`src/rtl/vga_sync_generator.sv`:
```
// 640x480@60 Hz VGA timing generator: pixel divider, scan counters, raw syncs,
// a delay line that aligns syncs/blanking with the drawers' colour latency, and the registered pin stage.
module vga_sync_generator #(
   parameter int unsigned CLK_DIV    = 2,
   parameter int unsigned PIPE_DELAY = 1,
   parameter int unsigned H_VIS      = 640,
   parameter int unsigned H_FP       = 16,
   parameter int unsigned H_SYNC     = 96,
   parameter int unsigned H_BP       = 48,
   parameter int unsigned V_VIS      = 480,
   parameter int unsigned V_FP       = 10,
   parameter int unsigned V_SYNC     = 2,
   parameter int unsigned V_BP       = 33
) (
   input  logic       clock,
   input  logic       reset,
   output logic [9:0] x,
   output logic [9:0] y,
   output logic       video_on,
   output logic       pixel_tick,
   output logic       frame_start,
   input  logic [3:0] red,
   input  logic [3:0] green,
   input  logic [3:0] blue,
   output logic [3:0] vga_r,
   output logic [3:0] vga_g,
   output logic [3:0] vga_b,
   output logic       hsync,
   output logic       vsync
);

   localparam int unsigned H_TOTAL = H_VIS + H_FP + H_SYNC + H_BP;
   localparam int unsigned V_TOTAL = V_VIS + V_FP + V_SYNC + V_BP;
   localparam logic [9:0]  H_LAST  = 10'(H_TOTAL - 1);
   localparam logic [9:0]  V_LAST  = 10'(V_TOTAL - 1);
   localparam logic [9:0]  H_VIS_L = 10'(H_VIS);
   localparam logic [9:0]  V_VIS_L = 10'(V_VIS);
   localparam logic [9:0]  HS_FIRST = 10'(H_VIS + H_FP);
   localparam logic [9:0]  HS_LAST  = 10'(H_VIS + H_FP + H_SYNC - 1);
   localparam logic [9:0]  VS_FIRST = 10'(V_VIS + V_FP);
   localparam logic [9:0]  VS_LAST  = 10'(V_VIS + V_FP + V_SYNC - 1);
   localparam int unsigned DIV_W    = (CLK_DIV > 1) ? $clog2(CLK_DIV) : 1;
   localparam logic [DIV_W-1:0] DIV_LAST = DIV_W'(CLK_DIV - 1);

   // Delay-line word is {video_on, hs, vs}; idle means blanked with both syncs released.
   localparam logic [2:0] DLY_IDLE = 3'b011;

   logic [DIV_W-1:0] r_div_cnt;
   logic [9:0]       r_h_cnt;
   logic [9:0]       r_v_cnt;
   logic             w_hs_raw;
   logic             w_vs_raw;
   logic [2:0]       w_raw;
   logic [2:0]       w_dly;

   always_ff @(posedge clock) begin
      if (reset) begin
         r_div_cnt <= '0;
         r_h_cnt   <= '0;
         r_v_cnt   <= '0;
      end else begin
         r_div_cnt <= pixel_tick ? '0 : r_div_cnt + DIV_W'(1);
         if (pixel_tick) begin
            if (r_h_cnt == H_LAST) begin
               r_h_cnt <= '0;
               r_v_cnt <= (r_v_cnt == V_LAST) ? '0 : r_v_cnt + 10'd1;
            end else begin
               r_h_cnt <= r_h_cnt + 10'd1;
            end
         end
      end
   end

   always_comb begin
      pixel_tick  = (r_div_cnt == DIV_LAST);
      x           = r_h_cnt;
      y           = r_v_cnt;
      video_on    = (r_h_cnt < H_VIS_L) && (r_v_cnt < V_VIS_L);
      frame_start = (r_h_cnt == '0) && (r_v_cnt == '0) && (r_div_cnt == '0);
      w_hs_raw    = !((r_h_cnt >= HS_FIRST) && (r_h_cnt <= HS_LAST));
      w_vs_raw    = !((r_v_cnt >= VS_FIRST) && (r_v_cnt <= VS_LAST));
      w_raw       = {video_on, w_hs_raw, w_vs_raw};
   end

   generate
      if (PIPE_DELAY == 0) begin : g_direct
         assign w_dly = w_raw;
      end else begin : g_pipe
         logic [2:0] r_pipe [PIPE_DELAY];

         always_ff @(posedge clock) begin
            if (reset) begin
               for (int unsigned i = 0; i < PIPE_DELAY; i++) r_pipe[i] <= DLY_IDLE;
            end else begin
               r_pipe[0] <= w_raw;
               for (int unsigned i = 1; i < PIPE_DELAY; i++) r_pipe[i] <= r_pipe[i-1];
            end
         end

         assign w_dly = r_pipe[PIPE_DELAY-1];
      end
   endgenerate

   always_ff @(posedge clock) begin
      if (reset) begin
         hsync <= 1'b1;
         vsync <= 1'b1;
         vga_r <= '0;
         vga_g <= '0;
         vga_b <= '0;
      end else begin
         hsync <= w_dly[1];
         vsync <= w_dly[0];
         vga_r <= w_dly[2] ? red   : '0;
         vga_g <= w_dly[2] ? green : '0;
         vga_b <= w_dly[2] ? blue  : '0;
      end
   end

endmodule

```
`config.mk`:
```
export PLATFORM = sky130hd
export DESIGN_NAME = vga_sync_generator
export DESIGN_NICKNAME = d
export VERILOG_FILES = /design/src/rtl/vga_sync_generator.sv
export SDC_FILE = /design/constraint.sdc
export NUM_CORES = 1
export LEC_CHECK = 0
export BUFFER_PORTS_ARGS = -buffer_cell sky130_fd_sc_hd__buf_4
export CAP_MARGIN = 25
export CORE_ASPECT_RATIO = 0.6
export CORE_MARGIN = 2
export CORE_UTILIZATION = 37
export CTS_BUF_LIST = sky130_fd_sc_hd__clkbuf_16
export DETAILED_ROUTE_END_ITERATION = 16
export GPL_ROUTABILITY_DRIVEN = 0
export PLACE_DENSITY = 0.71
export SKIP_LAST_GASP = 1
export SYNTH_ARGS = -nofsm -noshare
export SYNTH_HDL_FRONTEND = slang
export SYNTH_SLANG_ARGS = --single-unit
```
`constraint.sdc`:
```
create_clock -name clock -period 2.8 [get_ports clock]
set_input_delay 0.56 -clock clock [delete_from_list [all_inputs] [get_ports clock]]
set_output_delay 0.56 -clock clock [all_outputs]
set_load 0.01 [all_outputs]
```
==> flow_summary.toml, run 1 <==
[drt]
drt_iter0_drc = 44
route.detailed.drc = 0
routed_wl_um = 3650
ant_nets = 0
viasPerCell = 5.11
wl_per_cell_um = 12.9
dr.pass1.iters = 4
vias = 1445

[cells_and_area]
area_growth_pct = 35.8
fillerInstances = 390
final_layout_size_suffix_gt1_frac = 0.300
n_antenna_cell = 0
final_area_um2 = 2220
nets = 240

[yosys]
synth.distinct_cells = 38
seq_area_frac_synth = 0.466
synthFlopType = "dfxtp_1"
synth-seq-cells = 38
synth_top_area_share = 0.466
async_flop_share = 0
synth_nets = 194
ys_top_cells_by_area = "dfxtp_1 (47%), and2_1 (5.0%), nor2_1 (3.5%), ha_1 (3.1%), or4_1 (2.8%)"
synth_common_cells = "dfxtp_1 (38), nor2_1 (15), and2_1 (13), clkbuf_1 (10)"
yosys_warnings = 0
yosys.area.top_type = "dfxtp_1"
syn_area_um2 = 1630
netlist_instances = 176
synth_edf_count = 0
synth_most_common_cell = "dfxtp_1"
avgSynthCellArea_um2 = 9.27

[global_routing]
track_usage = 0.153
grt_max_degree = 19
antenna_found_initial = 0
grt_pass1_vias = 1201
grt_pass1_wl_um = 6040
grt_overflow_total = 0

[die]
initial_utilization = 0.392
core_um2 = 4170
rows = 18
die_w_um = 89.7
ioPinCount = 51
dieArea_um2 = 4970
die_h_um = 55.4

[place]
port_buffers = 50
dp_worst_setup_slack_ns = 0.408
place_area_um2 = 2040
place_hpwl_um = 2670

[setup_path]
worst-setup-path-type = "reg2out"
critPathArrivalTime_ns = 2.08
endpoint_kind = "output port"
worst_setup_path_start_kind = "flop"
critPathMaxFanout = 6
crit_required_ns = 2.24

[worst_hold_path]
hold_class = "reg2reg"

[clock_network]
clk_path_buf_depth = 2
clock-sinks = 38
cts_tree = "done"
cts_resized = 0
clk_pin_slew_worst_paths_ns = 0.06
htreeDepth = 2
cts-root-buf = "clkbuf_16"
post_cts_buffers = 0
numCtsBuffers = 5
clock_latency_ns = 0.28
holdBufCountCts = 0

[sta]
rsz0062_at_grt = "no"
fin_worst_skew_ns = 0.00576
slew_headroom = 0.646
fin_crit_ns = 2.64
timing.fmax_mhz = 379
hold_ws_ns = 0.410
final_hold_viol_count = 0
setup_viol = 0
setup_tns_ns = 0
slew_viol_final = 0
worst_slew_pin_slew_ns = 0.530
timing.final.ws_setup_ns = 0.160
layout_worst_path_cycle_share = 0.943

[pwr]
p_per_area_nw_per_um2 = 568
power.share.clock = 0.504
combPwrFrac = 0.052
ir_drop_mv = 0.222
pwr-share-seq = 0.443
p_leak_uw = 0.000936
switching_share = 0.200
intPower_uw = 1010
power.net_switching_uw = 252
p_total_uw = 1260

[run]
maxCapViolCount = 0

[status]
status = "complete, no violations"
## cell usage in the layout, fill, tap and decap left out, types with 3 or more instances in the layout
cell	netlist	layout
and3_1	3	3
xor2_1	4	4
dfxtp_1	38	38
nand2_1	8	8
or4_1	6	6
nand4_1	6	6
buf_4	0	50
nand3_1	8	8
nor3_1	4	4
clkbuf_16	0	5
o21ai_0	3	3
inv_1	7	7
a21oi_1	8	8
o31ai_1	4	4
nor4_1	4	3
xnor2_1	4	4
ha_1	4	4
and2_1	13	13
nor2_1	15	15
## metrics by stage
step / cells / util
after floorplan: 176 / -
after global placement: 275 / 0.489
after detailed placement: 275 / 0.489
after CTS: 283 / 0.530
after global routing: 283 / 0.532
final: 283 / 0.532
## registers in the layout, indices dropped and copies added (netlist names)
name,count
y,10
hsync,1
vga_r,4
vsync,1
g_pipe.r_pipe,3
pixel_tick,1
vga_g,4
x,10
vga_b,4
## power by group through the flow
stage / clock, µW / sequential, µW / combinational (µW)
4_1_cts: 651 / 558 / 65.8
3_5_place_dp: 0 / 570 / 65.3
3_3_place_gp: 0 / 570 / 65.4
2_1_floorplan: 0 / 573 / 25.1
5_1_grt: 679 / 560 / 72.0
6_report: 635 / 559 / 65.9
## layout make-up
class / instances / area [µm²] / area share
clock buffer: 5 / 125 / 0.0565
clock inverter: 3 / 45.0 / 0.0203
inverter: 7 / 26.3 / 0.0119
multi-input combinational: 120 / 808 / 0.365
sequential: 38 / 761 / 0.343
tap: 60 / 75.1 / 0.0339
timing repair buffer: 50 / 375 / 0.169
## layer usage
layer  up-vias  share of wire  track usage
met1       652           0.54        0.243
met4         0          0.010       0.0659
met2        60           0.36        0.172
li1        729              -            -
met3         4          0.088       0.0559
met5         -              0            0
## cell families (layout without fill, tap and decap cells)
group | count (synthesis) | after routing | synth area share
xor gates and xnor gates | 8 | 8 | 0.0429
DFF | 38 | 38 | 0.466
and+or+nand+nor | 82 | 82 | 0.305
adders and majority gates | 4 | 4 | 0.0307
buffers and inverters | 18 | 65 | 0.0422
muxes | 1 | 1 | 0.00690
AOI/OAI and AO/OA | 25 | 25 | 0.106
## worst paths after layout
check / start / to / cells past startpoint / slack (ns)
max: y[1] / frame_start / 7 / 0.16
min: g_pipe.r_pipe[0][1] / hsync / 1 / 0.41
max reg2reg: x[0] / y[5] / 5 / 0.74
min reg2reg: g_pipe.r_pipe[0][1] / hsync / 1 / 0.41
## worst max-delay path: stages, from the launching register on
cell	delay, ns
dfxtp_1	0.36
inv_1	0.11
ha_1	0.14
or4b_4	0.46
nor3_1	0.16
nand4_1	0.12
nor4_2	0.28
buf_4	0.18
No activity file was read; power rests on OpenSTA's default activity.
==> run 2, diff against run 1 <==
--- a/config.mk
+++ b/config.mk
@@ -5,6 +5,7 @@
 export SDC_FILE = /design/constraint.sdc
 export NUM_CORES = 1
 export LEC_CHECK = 0
+export ABC_CLOCK_PERIOD_IN_PS = 2800
 export BUFFER_PORTS_ARGS = -buffer_cell sky130_fd_sc_hd__buf_4
 export CAP_MARGIN = 25
 export CORE_ASPECT_RATIO = 0.6
@@ -14,6 +15,7 @@
 export DETAILED_ROUTE_END_ITERATION = 16
 export GPL_ROUTABILITY_DRIVEN = 0
 export PLACE_DENSITY = 0.71
+export RECOVER_POWER = 50
 export SKIP_LAST_GASP = 1
 export SYNTH_ARGS = -nofsm -noshare
 export SYNTH_HDL_FRONTEND = slang
==> run 2 against run 1 <==
- sequential cell count is the same
- via count down 0.35%
- critical path depth unchanged
- clock power about the same
- die area unchanged
- sequential share of layout area increased by 1.1 points
- critical path type unchanged
==> flow_summary.toml, run 2 (same netlist as run 1, synthesis figures left out) <==
[global_routing]
antenna_found_initial = 0
busiest_layer = "met1"
grt_pass1_wl_um = 6040
grt_max_degree = 19
track_usage = 0.153
grt_pass1_vias = 1201
met3_usage = 0.0559
grt_overflow_total = 0
grt_util_met2 = 0.172
use_met1 = 0.243

[setup_path]
worstPathCellList = "inv_1, ha_1, or4b_4, nor3_1, nand4_1, nor4_2, buf_4"
critPathMaxStageDelay_ns = 0.46
critPathMaxFanout = 6
path_buf_inv = 2
crit_required_ns = 2.24
endpoint_kind = "output port"
worst_setup_path_start_kind = "flop"
crit_slowest_cell = "or4b_4"
crit_family = "simple AND/OR/NAND/NOR gates"
worst-setup-path-type = "reg2out"
critPathArrivalTime_ns = 2.08

[cells_and_area]
final_layout_size_suffix_gt1_frac = 0.220
multi_input_area_um2 = 808
final_common_cell = "dfxtp_1"
n_antenna_cell = 0
layout_common_cells = "dfxtp_1 (38), buf_4 (32), clkbuf_1 (18), nor2_1 (15)"
area_growth_pct = 31.7
final_area_um2 = 2150
final_core_util = 0.516
nets = 240
fillerInstances = 402
register_area_um2 = 761

[die]
dieArea_um2 = 4970
rows = 18
die_h_um = 55.4
initial_utilization = 0.392
ioPinCount = 51
die_w_um = 89.7
core_um2 = 4170

[sta]
layout_worst_path_cycle_share = 0.943
final_hold_viol_count = 0
worst_slew_pin_slew_ns = 0.620
setup_tns_ns = 0
fin_crit_ns = 2.64
rsz0062_at_grt = "no"
fin_worst_skew_ns = 0.00558
hold_ws_ns = 0.410
slew_headroom = 0.587
slew_viol_final = 0
setup_viol = 0
timing.fmax_mhz = 379

[drt]
wl_per_cell_um = 13.1
route.detailed.drc = 0
ant_nets = 0
drt_iter0_drc = 46
dr.pass1.iters = 4
routed_wl_um = 3720
viasPerCell = 5.09
vias = 1440

[pwr]
power.share.clock = 0.507
intPower_uw = 1000
p_leak_uw = 0.000858
p_per_area_nw_per_um2 = 583
p_total_uw = 1250
pwr-share-seq = 0.446
power.net_switching_uw = 252
combPwrFrac = 0.047
switching_share = 0.201
ir_drop_mv = 0.222

[clock_network]
cts_tree = "done"
numCtsBuffers = 5
htreeDepth = 2
clk_path_buf_depth = 2
clk_pin_slew_worst_paths_ns = 0.06
holdBufCountCts = 0
clock-sinks = 38
cts-root-buf = "clkbuf_16"
clock_latency_ns = 0.28

[run]
maxCapViolCount = 0

[place]
place_area_um2 = 2040
port_buffers = 50
place_hpwl_um = 2670

[worst_hold_path]
hold_class = "reg2reg"

[status]
status = "complete, no violations"
## run 2: cell types whose count changed in the layout (fill, tap and decap cells not counted)
cell,before,now
and2_0,0,7
buf_4,50,32
and2_1,13,6
clkbuf_1,0,18
## run 2: metal layers
| layer | part of all wire | wire [µm] |
|---|---|---|
| met4 | 0.010 | 38 |
| met3 | 0.095 | 352 |
| met5 | 0 | 0 |
| met1 | 0.55 | 2040 |
| met2 | 0.35 | 1290 |
## run 2: metrics by stage
stage                     cells  setup WS (ns)
final                       283          0.161
after detailed placement    275          0.408
after floorplan             176          0.572
after global placement      275          0.497
after CTS                   283         0.0862
after global routing        283         0.0116
## run 2: final timing paths
kind	cells after the start	slack (ns)	endpoint	start
max	7	0.16	frame_start	y[1]
min	1	0.41	hsync	g_pipe.r_pipe[0][1]
max reg2reg	6	0.74	y[2]	y[1]
min reg2reg	1	0.41	hsync	g_pipe.r_pipe[0][1]
## run 2: timing repair
action / CTS / global route
setup endpoints to repair: 0 / 1
setup buffers: 0 / 0
resized for setup: 0 / 1
## run 2: area by class of cell
cell class,count,share of cell area
sequential,38,0.354
tap,60,0.0349
inverter,7,0.0122
timing repair buffer,50,0.143
clock buffer,5,0.0582
clock inverter,3,0.0210
multi-input combinational,120,0.376
## run 2: worst register-to-register path: stages, from the launching register on
cell     delay [ns]
dfxtp_1        0.36
inv_1          0.11
ha_1           0.14
or4b_4         0.46
or4_1          0.49
o21ai_2        0.30
a21oi_1        0.08
## run 2: power groups by stage
stage               sequential, µW  combinational (µW)  clock, µW
global route                   560                65.8        679
floorplan                      573                25.1          0
CTS                            558                65.8        651
global placement               570                65.4          0
detailed placement             570                65.3          0
finish                         559                59.4        635
==> run 3, diff against run 2 <==
--- a/config.mk
+++ b/config.mk
@@ -10,11 +10,12 @@
 export CAP_MARGIN = 25
 export CORE_ASPECT_RATIO = 0.6
 export CORE_MARGIN = 2
-export CORE_UTILIZATION = 37
+export CORE_UTILIZATION = 50
 export CTS_BUF_LIST = sky130_fd_sc_hd__clkbuf_16
 export DETAILED_ROUTE_END_ITERATION = 16
 export GPL_ROUTABILITY_DRIVEN = 0
-export PLACE_DENSITY = 0.71
+export MAX_ROUTING_LAYER = met4
+export PLACE_DENSITY = 0.88
 export RECOVER_POWER = 50
 export SKIP_LAST_GASP = 1
 export SYNTH_ARGS = -nofsm -noshare
==> run 3 against run 2 <==
- power fell by 2.5%
- sequential cell count did not move
- fmax rose by 2.5%
- first-iteration DRC count rose by 80%
- combinational power fell by 2%
- utilization rose by 15 points
- critical endpoint unchanged
- largest cell class unchanged
==> flow_summary.toml, run 3 (same netlist as run 1, synthesis figures left out) <==
[status]
status = "complete, no violations"

[die]
die_w_um = 77.7
initial_utilization = 0.513
core_um2 = 3180
ioPinCount = 51
dieArea_um2 = 3750
rows = 16
die_h_um = 48.3

[drt]
dr.pass1.iters = 4
ant_nets = 0
route.detailed.drc = 0
wl_per_cell_um = 13.6
vias = 1453
drt_iter0_drc = 83
routed_wl_um = 3640
viasPerCell = 5.44

[setup_path]
critPathMaxFanout = 6
crit_slowest_cell = "or4b_4"
crit_cells = 7
worst-setup-path-type = "reg2out"
crit_required_ns = 2.24
worst_setup_path_start_kind = "flop"
reg2reg_depth = 6
reg2reg_to = "y[4]"
endpoint_kind = "output port"
critPathMaxStageDelay_ns = 0.47
path_buf_inv = 2
r2r_setup_slack_ns = 0.70
worstPathCellList = "inv_1, ha_1, or4b_4, nor3_1, nand4_1, nor4_2, buf_4"
crit_family = "simple AND/OR/NAND/NOR gates"
critPathArrivalTime_ns = 2.01
regToRegStartpoint = "y[1]"

[clock_network]
holdBufCountCts = 0
clk_pin_slew_worst_paths_ns = 0.05
clock_latency_ns = 0.27
numCtsBuffers = 5
cts-root-buf = "clkbuf_16"
cts_tree = "done"
clk_path_buf_depth = 2
clock-sinks = 38
htreeDepth = 2

[place]
dp_worst_setup_slack_ns = 0.521
place_hpwl_um = 2500
port_buffers = 50

[sta]
setup_viol = 0
timing.fmax_mhz = 389
worst_slew_pin_slew_ns = 0.573
fin_crit_ns = 2.57
fin_worst_skew_ns = 0.00448
setup_tns_ns = 0
layout_worst_path_cycle_share = 0.919
slew_viol_final = 0
final_hold_viol_count = 0
slew_headroom = 0.617
timing.final.ws_setup_ns = 0.226
rsz0062_at_grt = "no"

[pwr]
p_leak_uw = 0.000860
ir_drop_mv = 0.300
p_per_area_nw_per_um2 = 577

[cells_and_area]
final_core_util = 0.665
fillerInstances = 247
n_antenna_cell = 0
final_common_cell = "dfxtp_1"
final_layout_size_suffix_gt1_frac = 0.212
area_growth_pct = 29.8
nets = 240
layout_common_cells = "dfxtp_1 (38), buf_4 (32), clkbuf_1 (18), nor2_1 (15)"

[worst_hold_path]
hold_depth = 1
whs_endpoint = "vsync"
hold_class = "reg2reg"
hold_start = "g_pipe.r_pipe[0][0]"

[global_routing]
track_usage = 0.202
grt_max_degree = 19
antenna_found_initial = 0
grt_pass1_wl_um = 5590
grt_overflow_total = 0
grt_pass1_vias = 1190

[run]
maxCapViolCount = 0
[run 3: through the flow]
stage / hold WS [ns] / instances / instance area [µm²] / total power (µW)
after floorplan: 0.389 / 176 / 1630 / 598
after global placement: 0.393 / 260 / 2020 / 633
after detailed placement: 0.396 / 260 / 2020 / 635
after CTS: 0.410 / 267 / 2180 / 1240
after global routing: 0.419 / 267 / 2120 / 1260
final: 0.407 / 267 / 2120 / 1220
[run 3: timing repair]
| item | CTS | global route |
|---|---|---|
| endpoints found under the hold margin | 0 | 0 |
| setup endpoints to repair | 0 | 1 |
| gates resized for setup | 0 | 1 |
| setup buffers | 0 | 0 |
[run 3: cell type report]
cell class	count	area [µm²]	share of cell area
clock buffer	5	125	0.0591
clock inverter	2	33.8	0.0159
inverter	7	26.3	0.0124
multi-input combinational	120	808	0.382
sequential	38	761	0.359
tap	45	56.3	0.0266
timing repair buffer	50	308	0.145
[run 3: power by group]
group	internal, µW	switching, µW	total, µW
clock network	411	194	605
registers	552	6.98	559
logic	29.4	28.8	58.2
total	992	229	1220
[run 3: routing by layer]
layer	vias to the layer above	GRT usage	share of wire	routed length [µm]
met4	0	0.0536	0.0041	15
met2	73	0.298	0.41	1490
met5	-	-	0	0
met3	2	0.0648	0.099	359
met1	660	0.270	0.49	1770
li1	718	-	-	-
[run 3: how the worst max path moves through the flow]
stage               startpoint  slack (ns)          end
global placement          y[1]        0.52  frame_start
global route              y[1]        0.05  frame_start
finish                    y[1]        0.23  frame_start
floorplan                 y[0]        0.57  frame_start
CTS                       y[1]        0.22  frame_start
detailed placement        y[1]        0.52  frame_start
